==> src/rtl/bit_serial_alu.sv <==
// bit_serial_alu
//   LANES independent WIDTH-bit bit-serial ALUs sharing one opcode and one
//   control FSM. Operands are captured on an accepted start. One bit per clock
//   is then processed, LSB first. After WIDTH cycles the full result and the
//   per-lane carry are presented together with a single-cycle op_done pulse.
//
//   Optional feature macro: BIT_SERIAL_ALU_OVF_EN
//     When defined, adds the per-lane signed overflow output.
//
// Ports
//   clk        rising-edge clock
//   rst        asynchronous, active-high reset
//   start      operation request, sampled only while idle
//   op         00 ADD, 01 SUB (a-b), 10 XOR, 11 AND
//   a, b       operands, lane i at [i*WIDTH +: WIDTH]
//   busy       operation in progress
//   op_done    one-cycle pulse, result/carry_out valid
//   result     per-lane result, same packing as a
//   carry_out  per-lane final carry (1 = no borrow for SUB), 0 for XOR/AND
//   overflow   per-lane signed overflow (BIT_SERIAL_ALU_OVF_EN only)

module bit_serial_alu #(
  parameter int WIDTH = 16,
  parameter int LANES = 4
) (
  input  logic                     clk,
  input  logic                     rst,
  input  logic                     start,
  input  logic [1:0]               op,
  input  logic [LANES*WIDTH-1:0]   a,
  input  logic [LANES*WIDTH-1:0]   b,
  output logic                     busy,
  output logic                     op_done,
  output logic [LANES*WIDTH-1:0]   result,
  output logic [LANES-1:0]         carry_out
`ifdef BIT_SERIAL_ALU_OVF_EN
  ,
  output logic [LANES-1:0]         overflow
`endif
);

  localparam int IW = $clog2(WIDTH);
  localparam logic [IW-1:0] LAST_IDX = IW'(WIDTH - 1);

  localparam logic [0:0] IDLE = 1'b0;
  localparam logic [0:0] RUN  = 1'b1;

  localparam logic [1:0] OP_ADD = 2'b00;
  localparam logic [1:0] OP_SUB = 2'b01;
  localparam logic [1:0] OP_XOR = 2'b10;
  localparam logic [1:0] OP_AND = 2'b11;

  logic [0:0]             state;
  logic [IW-1:0]          idx;
  logic [1:0]             op_q;
  logic [LANES*WIDTH-1:0] a_q;
  logic [LANES*WIDTH-1:0] b_q;
  logic [LANES*WIDTH-1:0] acc;
  logic [LANES-1:0]       carry_q;

  logic [LANES-1:0]       s_bit;
  logic [LANES-1:0]       c_next;
  logic                   is_arith;
  logic                   b_inv;

  assign busy     = (state == RUN);
  assign is_arith = (op_q == OP_ADD) || (op_q == OP_SUB);
  assign b_inv    = (op_q == OP_SUB);

  // The operand registers are shifted right each RUN cycle, so the current
  // bit of every lane always sits at the lane's LSB position.
  // NOTE: every variable gets a default at the top of the block so no path
  // leaves it unassigned, which would infer a latch.
  always_comb begin
    s_bit  = '0;
    c_next = '0;
    for (int i = 0; i < LANES; i++) begin
      if (is_arith) begin
        s_bit[i]  = a_q[i*WIDTH] ^ (b_q[i*WIDTH] ^ b_inv) ^ carry_q[i];
        c_next[i] = (a_q[i*WIDTH] & (b_q[i*WIDTH] ^ b_inv)) |
                    (a_q[i*WIDTH] & carry_q[i]) |
                    ((b_q[i*WIDTH] ^ b_inv) & carry_q[i]);
      end else if (op_q == OP_XOR) begin
        s_bit[i] = a_q[i*WIDTH] ^ b_q[i*WIDTH];
      end else begin
        s_bit[i] = a_q[i*WIDTH] & b_q[i*WIDTH];
      end
    end
  end

  // NOTE: all state, including the operand and accumulator registers, is
  // cleared by reset so a mid-operation abort leaves nothing stale behind.
  // NOTE: sequential state uses non-blocking assignments only, so every
  // register samples the pre-edge values of the others.
  always_ff @(posedge clk or posedge rst) begin
    if (rst) begin
      state     <= IDLE;
      idx       <= '0;
      op_q      <= OP_ADD;
      a_q       <= '0;
      b_q       <= '0;
      acc       <= '0;
      carry_q   <= '0;
      op_done   <= 1'b0;
      result    <= '0;
      carry_out <= '0;
`ifdef BIT_SERIAL_ALU_OVF_EN
      overflow  <= '0;
`endif
    end else begin
      op_done <= 1'b0;
      if (state == IDLE) begin
        if (start) begin
          a_q     <= a;
          b_q     <= b;
          op_q    <= op;
          idx     <= '0;
          // SUB is a + ~b + 1: the +1 enters as the initial carry.
          carry_q <= {LANES{op == OP_SUB}};
          state   <= RUN;
        end
      end else begin
        for (int i = 0; i < LANES; i++) begin
          acc[i*WIDTH +: WIDTH] <= {s_bit[i], acc[i*WIDTH+1 +: WIDTH-1]};
          a_q[i*WIDTH +: WIDTH] <= a_q[i*WIDTH +: WIDTH] >> 1;
          b_q[i*WIDTH +: WIDTH] <= b_q[i*WIDTH +: WIDTH] >> 1;
        end
        carry_q <= c_next;
        if (idx == LAST_IDX) begin
          // The last bit is still in flight, so merge it into the result here.
          for (int i = 0; i < LANES; i++) begin
            result[i*WIDTH +: WIDTH] <= {s_bit[i], acc[i*WIDTH+1 +: WIDTH-1]};
          end
          carry_out <= c_next;
`ifdef BIT_SERIAL_ALU_OVF_EN
          // Carry into the MSB differs from carry out of it on signed overflow.
          // Both are 0 for XOR/AND, so overflow is 0 there too.
          overflow  <= carry_q ^ c_next;
`endif
          op_done   <= 1'b1;
          state     <= IDLE;
        end else begin
          idx <= idx + IW'(1);
        end
      end
    end
  end

endmodule

==> config.mk <==
export PLATFORM = sky130hd
export DESIGN_NAME = bit_serial_alu
export DESIGN_NICKNAME = d
export VERILOG_FILES = /design/src/rtl/bit_serial_alu.sv
export SDC_FILE = /design/constraint.sdc
export NUM_CORES = 1
export LEC_CHECK = 0
export BUFFER_PORTS_ARGS = -buffer_cell sky130_fd_sc_hd__buf_2
export CORE_MARGIN = 2
export CORE_UTILIZATION = 40
export DETAILED_ROUTE_END_ITERATION = 7
export HOLD_SLACK_MARGIN = 0.02
export SETUP_SLACK_MARGIN = 0.4
export SYNTH_ARGS = -nofsm -noshare
export SYNTH_HDL_FRONTEND = slang
export SYNTH_SLANG_ARGS = --single-unit
==> constraint.sdc <==
create_clock -name clk -period 19.9 [get_ports clk]
set_clock_uncertainty 0.15 [all_clocks]
set_input_delay 2.985 -clock clk [delete_from_list [all_inputs] [get_ports clk]]
set_output_delay 2.985 -clock clk [all_outputs]
set_load 0.05 [all_outputs]
==> results of run 1 <==
==> how the worst max path moves through the flow <==
stage | endpoint | slack, ns | cells after the start
5_1_grt | b_q[57] | 15.00 | 4
4_1_cts | b_q[24] | 15.12 | 4
3_3_place_gp | a_q[0] | 14.59 | 4
3_5_place_dp | a_q[5] | 14.58 | 4
6_report | a_q[12] | 15.14 | 4
2_1_floorplan | a_q[0] | 9.38 | 1
==> routing by layer <==
layer,vias to the layer above,wire [µm]
met5,-,11
met4,2,552
met3,30,1177
met2,139,10590
met1,3521,10600
li1,3509,-
==> synth_stat cells <==
| master | number | area (µm²) |
|---|---|---|
| sky130_fd_sc_hd__buf_2 | 38 | 190.2 |
| sky130_fd_sc_hd__nor2b_1 | 1 | 6.260 |
| sky130_fd_sc_hd__o22ai_1 | 1 | 6.260 |
| sky130_fd_sc_hd__o21ai_0 | 125 | 625.6 |
| sky130_fd_sc_hd__nor3_1 | 2 | 10.01 |
| sky130_fd_sc_hd__buf_4 | 5 | 37.54 |
| sky130_fd_sc_hd__dfrtp_1 | 268 | 6706 |
| sky130_fd_sc_hd__a21oi_1 | 6 | 30.03 |
| sky130_fd_sc_hd__nand3b_1 | 1 | 7.510 |
| sky130_fd_sc_hd__nand3_1 | 2 | 10.01 |
| sky130_fd_sc_hd__inv_2 | 1 | 3.750 |
| sky130_fd_sc_hd__clkbuf_1 | 15 | 56.30 |
| sky130_fd_sc_hd__mux2_2 | 124 | 1396 |
| sky130_fd_sc_hd__fa_1 | 4 | 80.08 |
| sky130_fd_sc_hd__mux2i_1 | 133 | 1331 |
| sky130_fd_sc_hd__xnor2_1 | 5 | 43.79 |
| sky130_fd_sc_hd__inv_1 | 3 | 11.26 |
| sky130_fd_sc_hd__nand2_1 | 132 | 495.5 |
| sky130_fd_sc_hd__a31oi_1 | 1 | 6.260 |
| sky130_fd_sc_hd__mux2_4 | 2 | 30.03 |
| sky130_fd_sc_hd__a211oi_1 | 1 | 7.510 |
| sky130_fd_sc_hd__buf_6 | 3 | 33.78 |
| sky130_fd_sc_hd__o211ai_1 | 4 | 30.03 |
| sky130_fd_sc_hd__nand2b_1 | 5 | 31.28 |
| sky130_fd_sc_hd__nor2_1 | 16 | 60.06 |
| sky130_fd_sc_hd__nand4_2 | 1 | 12.51 |
| sky130_fd_sc_hd__ha_1 | 5 | 62.56 |
==> where the power goes <==
| group | total, W | switching, W | internal [W] |
|---|---|---|---|
| Clock | 0.000560 | 0.000218 | 0.000342 |
| Combinational | 0.000863 | 0.000539 | 0.000325 |
| Sequential | 0.000926 | 0.000142 | 0.000784 |
| Total | 0.00235 | 0.000898 | 0.00145 |
==> sequential cells by signal, indices dropped and copies added (netlist names) <==
| name | count |
|---|---|
| acc | 60 |
| a_q | 64 |
| idx | 4 |
| result | 64 |
| op_q | 2 |
| carry_out | 4 |
| op_done | 1 |
| busy | 1 |
| carry_q | 4 |
| b_q | 64 |
==> layout make-up <==
class,instances,share of cell area (%)
Multi-Input combinational cell,571,31.58
Sequential cell,268,49.37
Antenna cell,2,0.03682
Timing Repair Buffer,208,7.908
Inverter,4,0.1657
Tap cell,378,3.480
Clock inverter,9,1.013
Clock buffer,45,6.453
==> worst max-delay path: stages <==
cell,delay [ns]
sky130_fd_sc_hd__buf_6,0.59
sky130_fd_sc_hd__buf_4,0.95
sky130_fd_sc_hd__mux2i_1,0.29
sky130_fd_sc_hd__o21ai_0,0.10
==> kinds of logic (layout without fill, tap and decap cells) <==
group,Yosys count,in the layout,share of synthesized area (%)
adders and majority gates,9,9,1.260
DFF,268,268,59.23
xor gates and xnor gates,5,5,0.3868
AOI/OAI and AO/OA,138,138,6.233
and+or+nand+nor,160,160,5.592
buffers and inverters,65,266,2.939
muxes,259,259,24.36
other,0,2,0
==> metrics by stage <==
step | hold WS, ns | instance area [µm²] | instances | power (W) | utilization, %
2_1_floorplan | 0.3023 | 11320 | 904 | 0.001612 | -
4_1_cts | 0.3301 | 13590 | 1483 | 0.002386 | 48.77
5_1_grt | 0.3555 | 13590 | 1484 | 0.002515 | 48.78
3_5_place_dp | 0.3157 | 12570 | 1429 | 0.001813 | 45.13
3_3_place_gp | 0.3089 | 12570 | 1429 | 0.001792 | 45.13
6_report | 0.3262 | 13590 | 1485 | 0.002349 | 48.79
==> parameters.txt, run 1 <==
Parameter                              Value

Run status
  Status ... finished, final reports clean

Finish
  Area of all sequential standard cells ... 0.006710 mm²
  Leading cell type in the layout, fill and taps excluded ... sky130_fd_sc_hd__dfrtp_1
  Total area of multi-input combinational cells ... 0.004292 mm²
  Most used cells in the layout excluding fill and tap cells ... sky130_fd_sc_hd__dfrtp_1 (267), sky130_fd_sc_hd__buf_2 (201), sky130_fd_sc_hd__mux2i_1 (133)
  Final net count ... 1225
  Area Growth Syn to Fin ... 20.05%
  Fraction of layout cells with a size suffix above 1 ... about a third
  Fillcell total ... 2588

Detailed routing
  Via/cell ratio ... 4.849
  Routed wire length ... around 23 mm
  Total via count in the routed design ... between 7000 and 8000
  WL/cell ... 15.44 µm
  Number of DRC markers in iteration 0 ... 366
  DR DRC count ... 0
  Router iterations before antenna repair ... 5
  Number of antenna-violating nets in the routed design ... 0

Global routing
  Busiest grt layer ... met2
  Residual overflow from global routing ... 0
  Via count of the first global-routing pass ... 7160
  Pin count of the biggest net entering global routing ... 178
  Global Route met1 Usage ... 21.43%
  Met3 global-route usage ... 3.342%
  First-pass GRT wire length ... 37.58 mm
  Number of antenna violations at the first check in global routing ... 3
  Total track usage ... approximately 16%
  Global-route track usage on met2 ... approximately 25%

Clocking
  CTS Sinks ... 268
  Buffer depth of the longest clock path ... 3
  CTS HTree Levels ... 1
  Number of buffers inserted by hold repair at cts ... 0
  TritonCTS Buffers ... 30
  Worst-skew pair later-pin latency ... 0.55 ns
  Number of resized instances in the post-cts repair step ... 0
  Clock-pin slew reported for the worst setup and hold paths after clock tree synthesis ... 0.06 ns
  Count of buffers added by post-CTS timing repair for setup ... 0
  Clock tree from TritonCTS ... built
  Root Buffer Master ... sky130_fd_sc_hd__clkbuf_16

STA
  Transition at the pin with the smallest max-transition slack ... 1.115 ns
  Number of setup violations in the final report ... 0
  Clock period minus final worst setup slack ... 4.759 ns
  Fin Setup TNS ... 0 ns
  Setup repair after global routing missed its margin ... false
  Max Slew Vio Count ... 0
  Achievable frequency ... 0.2101 GHz
  Setup slack of the critical path after layout ... 15.14 ns
  Max-slew headroom at the worst pin ... 25.66%
  Share of the cycle needed by the critical path after routing ... 23.92%
  Hold Vio Cnt, Final ... 0

Floorplan
  Vertical die dimension ... 172.2 µm
  I/O pin total ... 203
  Die ar. ... 0.02967 mm²
  Initial cell density of the core ... 40.64%
  Std-Cell Rows ... 61
  Standard cell core area ... between 0.02 and 0.03 mm²
  Die Wd ... 172.2 µm

Logic synthesis
  YS warnings ... 0
  Register bit total from synthesis ... between 200 and 300
  Number of cells produced by synthesis ... approximately 900
  Seq/Total Area, Yosys ... 59.23%
  Netlist area before placement ... 0.01132 mm²
  Synthesized netlist net count ... about 1000
  Mean post-synth cell area ... 12.52 µm²
  Post-synth cell types ... 27

Placed design
  Post-Place Worst Slack ... roughly 15 ns
  Count of input and output buffers ... 202
  Detailed-placement wirelength estimate ... around 14 mm
  Final weighted congestion of routability-driven global placement ... 0.7249

Pwr
  Cell Pwr Density ... approximately 170 mW/mm²
  Peak VDD IR ... 94.73 µV
  Total leakage power ... 6.633 nW

Worst hold path
  Type of the worst min-delay path ... flop to flop
  WHS Path Cells ... 2
  Hold-critical path endpoint ... carry_out[3]
  Start point of the worst hold path ... carry_out[3]

Worst setup path
  Startpoint class of the critical path ... input port
  Reg-to-reg slack, setup ... 17.13 ns
  Timing startpoint of the critical path ... start
  Worst endpoint required time ... 20.13 ns
  Critical Path AT ... 4.99 ns
  R2r endpoint ... idx[3]
  Setup Crit Path Kind ... input port to flop
  Cells on worst reg2reg path ... 5
  Startpoint of the lowest-slack register-to-register path ... busy
  Critical path capture point type ... flop
  Maximum fanout along the worst path ... 69

Flow run
  Max_cap viols ... 0
(Power assumes the default switching activity.)
==> inputs of run 2 (changes only) <==
Clock period 19.9 ns to 4.8 ns, I/O delays scaled along.
==> run 2 against run 1 <==
  * Via count fell by 1.1%
  * Hold slack worse by 0.22 ns
  * Sequential power grew to 4.2 times the previous value
  * Combinational power rose to 4.1 times the previous value
  * Count of clock-buffer cells in the layout did not move
  * Non-clock buffer count grew 2
  * Clock power grew to 4.2 times the previous value
  * Sequential share of layout area decreased by 0.15 points
  * Utilization is 0.15 points higher
  * Sequential cell count unchanged
  * Largest cell class unchanged
  * Largest power group unchanged
==> parameters.txt, run 2 (synthesis gave the netlist of run 1 again) <==
Parameter                              Value

Worst setup path
  Startpoint class of the critical path ... flop
  Setup Crit Path Kind ... flop to flop
  Maximum fanout along the worst path ... 145 (+110%)
  Worst endpoint required time ... 5.01 ns (-15.12 ns)
  Critical path capture point type ... flop
  Critical Path AT ... 3.12 ns (-1.87 ns)

Pwr
  Net switching component of the power ... 0.003725 W (+310%)
  Cell Pwr Density ... 716.3 mW/mm² (+310%)
  Gate power share ... 36.5% (-0.3 points)
  Proportion of power drawn by flip-flops and latches ... 39.5% (about the same)
  Total leakage power ... 6.661 nW (+0.42%)
  Peak VDD IR ... 437.3 µV (+360%)
  Clock share of power ... 24.0% (+0.2 points)
  Switch share ... 38.14% (-0.095 points)
  Internal ... 0.006041 W (+320%)

Detailed routing
  Via/cell ratio ... 4.789 (-1.2%)
  DR DRC count ... 0 (unchanged)
  Total via count in the routed design ... 7121 (-1.1%)
  Routed wire length ... 23.10 mm (+0.74%)
  Number of antenna-violating nets in the routed design ... 0 (unchanged)
  WL/cell ... 15.54 µm (+0.60%)
  Number of DRC markers in iteration 0 ... 394 (+7.7%)
  Router iterations before antenna repair ... 4 (-1)

Global routing
  Via count of the first global-routing pass ... 7078 (-1.1%)
  Number of antenna violations at the first check in global routing ... 2 (-1)
  Residual overflow from global routing ... 0 (unchanged)
  Pin count of the biggest net entering global routing ... 146 (-18%)
  First-pass GRT wire length ... 37.61 mm (about the same)
  Total track usage ... 15.81% (+0.12 points)

Clocking
  Number of resized instances in the post-cts repair step ... 0 (unchanged)
  Worst-skew pair later-pin latency ... 0.54 ns (about the same)
  Number of buffers inserted by hold repair at cts ... 0 (unchanged)
  Clock tree from TritonCTS ... built
  Buffer depth of the longest clock path ... 3 (unchanged)
  CTS Sinks ... 268 (unchanged)
  Clock-pin slew reported for the worst setup and hold paths after clock tree synthesis ... 0.06 ns (about the same)
  Count of buffers added by post-CTS timing repair for setup ... 0 (unchanged)
  Root Buffer Master ... sky130_fd_sc_hd__clkbuf_16
  CTS HTree Levels ... 1 (unchanged)
  TritonCTS Buffers ... 31 (+3.3%)

Floorplan
  Std-Cell Rows ... 61 (unchanged)
  Die ar. ... 0.02967 mm² (unchanged)
  Initial cell density of the core ... 40.64% (unchanged)
  Vertical die dimension ... 172.2 µm (unchanged)
  Standard cell core area ... 0.02786 mm² (unchanged)
  Die Wd ... 172.2 µm (unchanged)
  I/O pin total ... 203 (unchanged)

STA
  Clock period minus final worst setup slack ... 2.915 ns
  Achievable frequency ... roughly 0.34 GHz
  Number of setup violations in the final report ... 0 (unchanged)
  Transition at the pin with the smallest max-transition slack ... 1.187 ns (+0.07211 ns)
  Share of the cycle needed by the critical path after routing ... 60.73%
  Max-slew headroom at the worst pin ... 20.86% (-4.8 points)
  Worst hold slack after final layout ... 0.1051 ns (-0.2211 ns)
  Hold Vio Cnt, Final ... 0 (unchanged)
  Fin Setup TNS ... 0 ns (unchanged)
  Max Slew Vio Count ... 0 (unchanged)
  Setup repair after global routing missed its margin ... false
  Setup slack of the critical path after layout ... 1.885 ns (-13.26 ns)

Finish
  Final Non-Filler Cells ... 1487 (+0.13%)
  Post-layout utilization of the core ... 48.94% (+0.15 points)
  Most used cells in the layout excluding fill and tap cells ... sky130_fd_sc_hd__dfrtp_1 (267), sky130_fd_sc_hd__buf_2 (201), sky130_fd_sc_hd__mux2i_1 (133)
  Leading cell type in the layout, fill and taps excluded ... sky130_fd_sc_hd__dfrtp_1
  Final net count ... 1228 (+0.24%)
  Top flop regs ... a_q (64), b_q (64), result (64)
  Area Growth Syn to Fin ... 20.42%
  Fraction of layout cells with a size suffix above 1 ... 35.02% (+0.27 points)

Placed design
  Number of cells in the design after placement ... 1431 (+0.14%)
  Count of input and output buffers ... 202 (unchanged)
  Final weighted congestion of routability-driven global placement ... 0.7302 (+0.73%)
  Detailed-placement wirelength estimate ... 14.80 mm (+2.6%)
  Post-Place Worst Slack ... 1.885 ns (-12.69 ns)

Flow run
  Max_cap viols ... 0 (unchanged)

Run status
  Status ... finished, final reports clean

Worst hold path
  Type of the worst min-delay path ... input port to asynchronous set/reset pin
## run 2: cell types whose count changed in the layout (fill, tap and decap cells not counted)
| cell | previous run | this run |
|---|---|---|
| sky130_fd_sc_hd__clkinv_2 | 3 | 7 |
| sky130_fd_sc_hd__buf_12 | 1 | 3 |
| sky130_fd_sc_hd__clkbuf_1 | 8 | 7 |
| sky130_fd_sc_hd__clkbuf_16 | 30 | 31 |
| sky130_fd_sc_hd__clkinv_8 | 1 | 0 |
| sky130_fd_sc_hd__diode_2 | 2 | 1 |
| sky130_fd_sc_hd__inv_6 | 1 | 0 |
| sky130_fd_sc_hd__inv_8 | 1 | 0 |
## run 2: stage by stage
step | area [µm²] | power, W
6_report | 13630 | 0.009766
5_1_grt | 13630 | 0.01046
4_1_cts | 13630 | 0.009918
3_5_place_dp | 12610 | 0.007514
3_3_place_gp | 12610 | 0.007432
2_1_floorplan | 11330 | 0.006685
## run 2: layout make-up
cell class                      count  area [µm²]
Antenna cell                        1       2.502
Clock buffer                       45       898.4
Clock inverter                     10       125.1
Fill cell                        2508       14220
Inverter                            4       18.77
Multi-Input combinational cell    571        4292
Sequential cell                   268        6710
Tap cell                          378       473.0
Timing Repair Buffer              210        1115
## run 2: per-layer routing
metal | up-vias | wire (µm) | track usage (%)
li1 | 3509 | - | -
met3 | 32 | 1535 | 3.639
met1 | 3423 | 10690 | 22.29
met4 | 2 | 395 | 3.727
met5 | - | 7 | 0
met2 | 155 | 10480 | 24.90
## run 2: path summary, 6_finish.rpt
| kind | startpoint | end | slack, ns | cells after the start |
|---|---|---|---|---|
| max in group asynchronous | rst | busy | 3.31 | 3 |
| min in group clk | b[15] | b_q[15] | 0.27 | 3 |
| hold / removal | rst | result[8] | 0.11 | 2 |
| setup reg to reg | busy | b_q[14] | 1.89 | 3 |
| setup / recovery | busy | b_q[14] | 1.89 | 3 |
| hold reg to reg | b_q[4] | b_q[3] | 0.31 | 2 |
## run 2: power by group through the flow
stage	sequential, W	clock [W]	combinational (W)
2_1_floorplan	0.00472	0	0.00197
3_3_place_gp	0.00388	0	0.00355
3_5_place_dp	0.00390	0	0.00362
4_1_cts	0.00387	0.00242	0.00363
5_1_grt	0.00400	0.00251	0.00394
6_report	0.00385	0.00234	0.00357
## run 2: worst max-delay path: stages, from the launching register on
cell                      delay (ns)
sky130_fd_sc_hd__dfrtp_4        0.43
sky130_fd_sc_hd__buf_4          0.74
sky130_fd_sc_hd__buf_4          1.01
sky130_fd_sc_hd__o21ai_0        0.29
==> inputs of run 3 (changes only) <==
Clock period 4.8 ns to 2.9 ns, I/O delays scaled along.
==> run 3 against run 2 <==
  * Power rose by 63%
  * Critical path depth fell by 1
  * Combinational power rose by 67%
  * Critical endpoint is now busy
==> parameters.txt, run 3 (synthesis gave the netlist of run 1 again) <==
Parameter                              Value

Run status
  Status ... finished, final reports clean

Pwr
  Total leakage power ... 6.712 nW (+0.77%)
  Tot Pwr ... 0.01594 W (+63%)
  Cell Pwr Density ... 1157 mW/mm² (+62%)
  Peak VDD IR ... 690.0 µV (+58%)

Worst setup path
  Cells along the critical path ... buf_16, buf_2
  Startpoint class of the critical path ... flop
  Crit-path slowest cell ... sky130_fd_sc_hd__dfrtp_4
  Startpoint of the lowest-slack register-to-register path ... idx[0]
  Setup Crit Path Kind ... flop to primary output
  Critical Path AT ... 1.75 ns (-1.37 ns)
  Worst endpoint required time ... 2.32 ns (-2.69 ns)
  Maximum fanout along the worst path ... 51 (-65%)
  Critical path capture point type ... primary output
  Maximum cell stage delay along the critical path ... 0.62 ns (-0.39 ns)
  Timing startpoint of the critical path ... busy

Finish
  Leading cell type in the layout, fill and taps excluded ... sky130_fd_sc_hd__dfrtp_1
  Final cell area excluding filler cells ... 0.01378 mm² (+1.0%)
  Area Growth Syn to Fin ... 21.68%
  Top flop regs ... a_q (64), b_q (64), result (64)
  Most used cells in the layout excluding fill and tap cells ... sky130_fd_sc_hd__dfrtp_1 (267), sky130_fd_sc_hd__buf_2 (201), sky130_fd_sc_hd__mux2i_1 (133)
  Fraction of layout cells with a size suffix above 1 ... 34.37% (-0.65 points)
  Fillcell total ... 2570 (+2.5%)
  Area of all sequential standard cells ... 0.006710 mm² (unchanged)
  Total area of multi-input combinational cells ... 0.004292 mm² (unchanged)
  Final net count ... 1247 (+1.5%)

Clocking
  Clock-pin slew reported for the worst setup and hold paths after clock tree synthesis ... 0.06 ns (about the same)
  Buffer depth of the longest clock path ... 3 (unchanged)
  CTS Sinks ... 268 (unchanged)
  TritonCTS Buffers ... 29 (-6.5%)
  Clock tree from TritonCTS ... built
  Count of buffers added by post-CTS timing repair for setup ... 0 (unchanged)
  CTS HTree Levels ... 1 (unchanged)
  Root Buffer Master ... sky130_fd_sc_hd__clkbuf_16
  Worst-skew pair later-pin latency ... 0.53 ns (about the same)

Floorplan
  Die ar. ... 0.02967 mm² (unchanged)
  I/O pin total ... 203 (unchanged)
  Initial cell density of the core ... 40.64% (unchanged)
  Std-Cell Rows ... 61 (unchanged)
  Standard cell core area ... 0.02786 mm² (unchanged)
  Vertical die dimension ... 172.2 µm (unchanged)
  Die Wd ... 172.2 µm (unchanged)

STA
  Worst hold slack after final layout ... 0.03714 ns (-0.06796 ns)
  Number of setup violations in the final report ... 0 (unchanged)
  Clock period minus final worst setup slack ... 2.333 ns
  Share of the cycle needed by the critical path after routing ... 80.46%
  Max Slew Vio Count ... 0 (unchanged)
  Setup slack of the critical path after layout ... 0.5667 ns (-1.318 ns)
  Setup repair after global routing missed its margin ... false
  Max-slew headroom at the worst pin ... 40.56% (+20 points)
  Achievable frequency ... around 0.43 GHz
  Hold Vio Cnt, Final ... 0 (unchanged)
  Transition at the pin with the smallest max-transition slack ... 0.8916 ns (-0.2955 ns)

Global routing
  Via count of the first global-routing pass ... 7080 (+0.028%)
  Residual overflow from global routing ... 0 (unchanged)
  Number of antenna violations at the first check in global routing ... 3 (+1)
  Pin count of the biggest net entering global routing ... 110 (-25%)
  Total track usage ... 15.66% (-0.15 points)
  First-pass GRT wire length ... 37.29 mm (-0.86%)

Placed design
  Count of input and output buffers ... 202 (unchanged)
  Detailed-placement wirelength estimate ... 14.89 mm (+0.63%)
  Total placed instance area ... 0.01268 mm² (+0.54%)
  Final weighted congestion of routability-driven global placement ... 0.7473 (+2.3%)
  Post-Place Worst Slack ... 0.5937 ns (-1.291 ns)

Detailed routing
  Router iterations before antenna repair ... 5 (+1)
  Number of antenna-violating nets in the routed design ... 0 (unchanged)
  DR DRC count ... 0 (unchanged)
  WL/cell ... 15.66 µm (+0.80%)
  Total via count in the routed design ... 7296 (+2.5%)
  Via/cell ratio ... 4.854 (+1.4%)
  Routed wire length ... 23.54 mm (+1.9%)
  Number of DRC markers in iteration 0 ... 399 (+1.3%)

Flow run
  Max_cap viols ... 0 (unchanged)

Worst hold path
  Start point of the worst hold path ... a[33]
  Type of the worst min-delay path ... input port to flop
run 3: cell types whose count changed in the layout (fill, tap and decap cells not counted):
cell and delta:
sky130_fd_sc_hd__buf_12 +2, sky130_fd_sc_hd__clkbuf_16 -1, sky130_fd_sc_hd__bufinv_16 -1, sky130_fd_sc_hd__buf_4 +1
sky130_fd_sc_hd__diode_2 +1, sky130_fd_sc_hd__dlygate4sd3_1 +16, sky130_fd_sc_hd__clkbuf_1 +1, sky130_fd_sc_hd__clkbuf_8 -3
sky130_fd_sc_hd__clkinvlp_4 +1, sky130_fd_sc_hd__buf_16 +1, sky130_fd_sc_hd__clkinv_2 -2
run 3: worst paths after layout:
| check | end | slack (ns) | depth (start not counted) |
|---|---|---|---|
| max in group asynchronous | acc[7] | 1.47 | 4 |
| min in group asynchronous | result[0] | 0.27 | 3 |
| min | a_q[33] | 0.04 | 3 |
| max reg2reg | result[35] | 0.61 | 4 |
| min reg2reg | b_q[3] | 0.33 | 2 |
| max | busy | 0.57 | 2 |
run 3: per-stage QoR:
stage	util, %	setup TNS [ns]	std cells
after global routing	49.45	0	1503
final	49.45	0	1503
after global placement	45.50	0	1435
after floorplan	-	-328.16	904
after CTS	49.32	0	1500
after detailed placement	45.50	0	1435
run 3: area by class of cell:
type                            count  area share [%]
Inverter                            4          0.1362
Tap cell                          378           3.433
Multi-Input combinational cell    571           31.15
Timing Repair Buffer              231           9.981
Antenna cell                        2         0.03633
Clock inverter                      8          0.6721
Clock buffer                       41           5.885
Sequential cell                   268           48.71
run 3: critical path, delay by kind of cell (launching register included):
kind                   cells  cell delay (ns)
buffers and inverters      2             0.57
flip-flops                 1             0.62
run 3: repair_timing:
| action | 4_1_cts | 5_1_grt |
|---|---|---|
| resized for setup | 0 | 1 |
| hold buffers | 16 | 0 |
| endpoints found under the hold margin | 23 | 0 |
| setup endpoints to repair | 0 | 1 |
run 3: power by group:
part | switching [W] | total, W | internal, W
Combinational | 0.00366 | 0.00596 | 0.00230
Clock | 0.00145 | 0.00356 | 0.00210
Sequential | 0.00105 | 0.00643 | 0.00538
Total | 0.00616 | 0.0159 | 0.00978
run 3: layer usage:
metal  share of wire, %  global-route usage (%)  wire [µm]  vias to the layer above
li1                   -                       -          -                     3543
met1                 45                   21.28      10710                     3568
met2                 47                   25.37      10990                      145
met3                5.5                   3.571       1297                       38
met4                2.3                   4.238        533                        2
met5              0.055                       0         13                        -
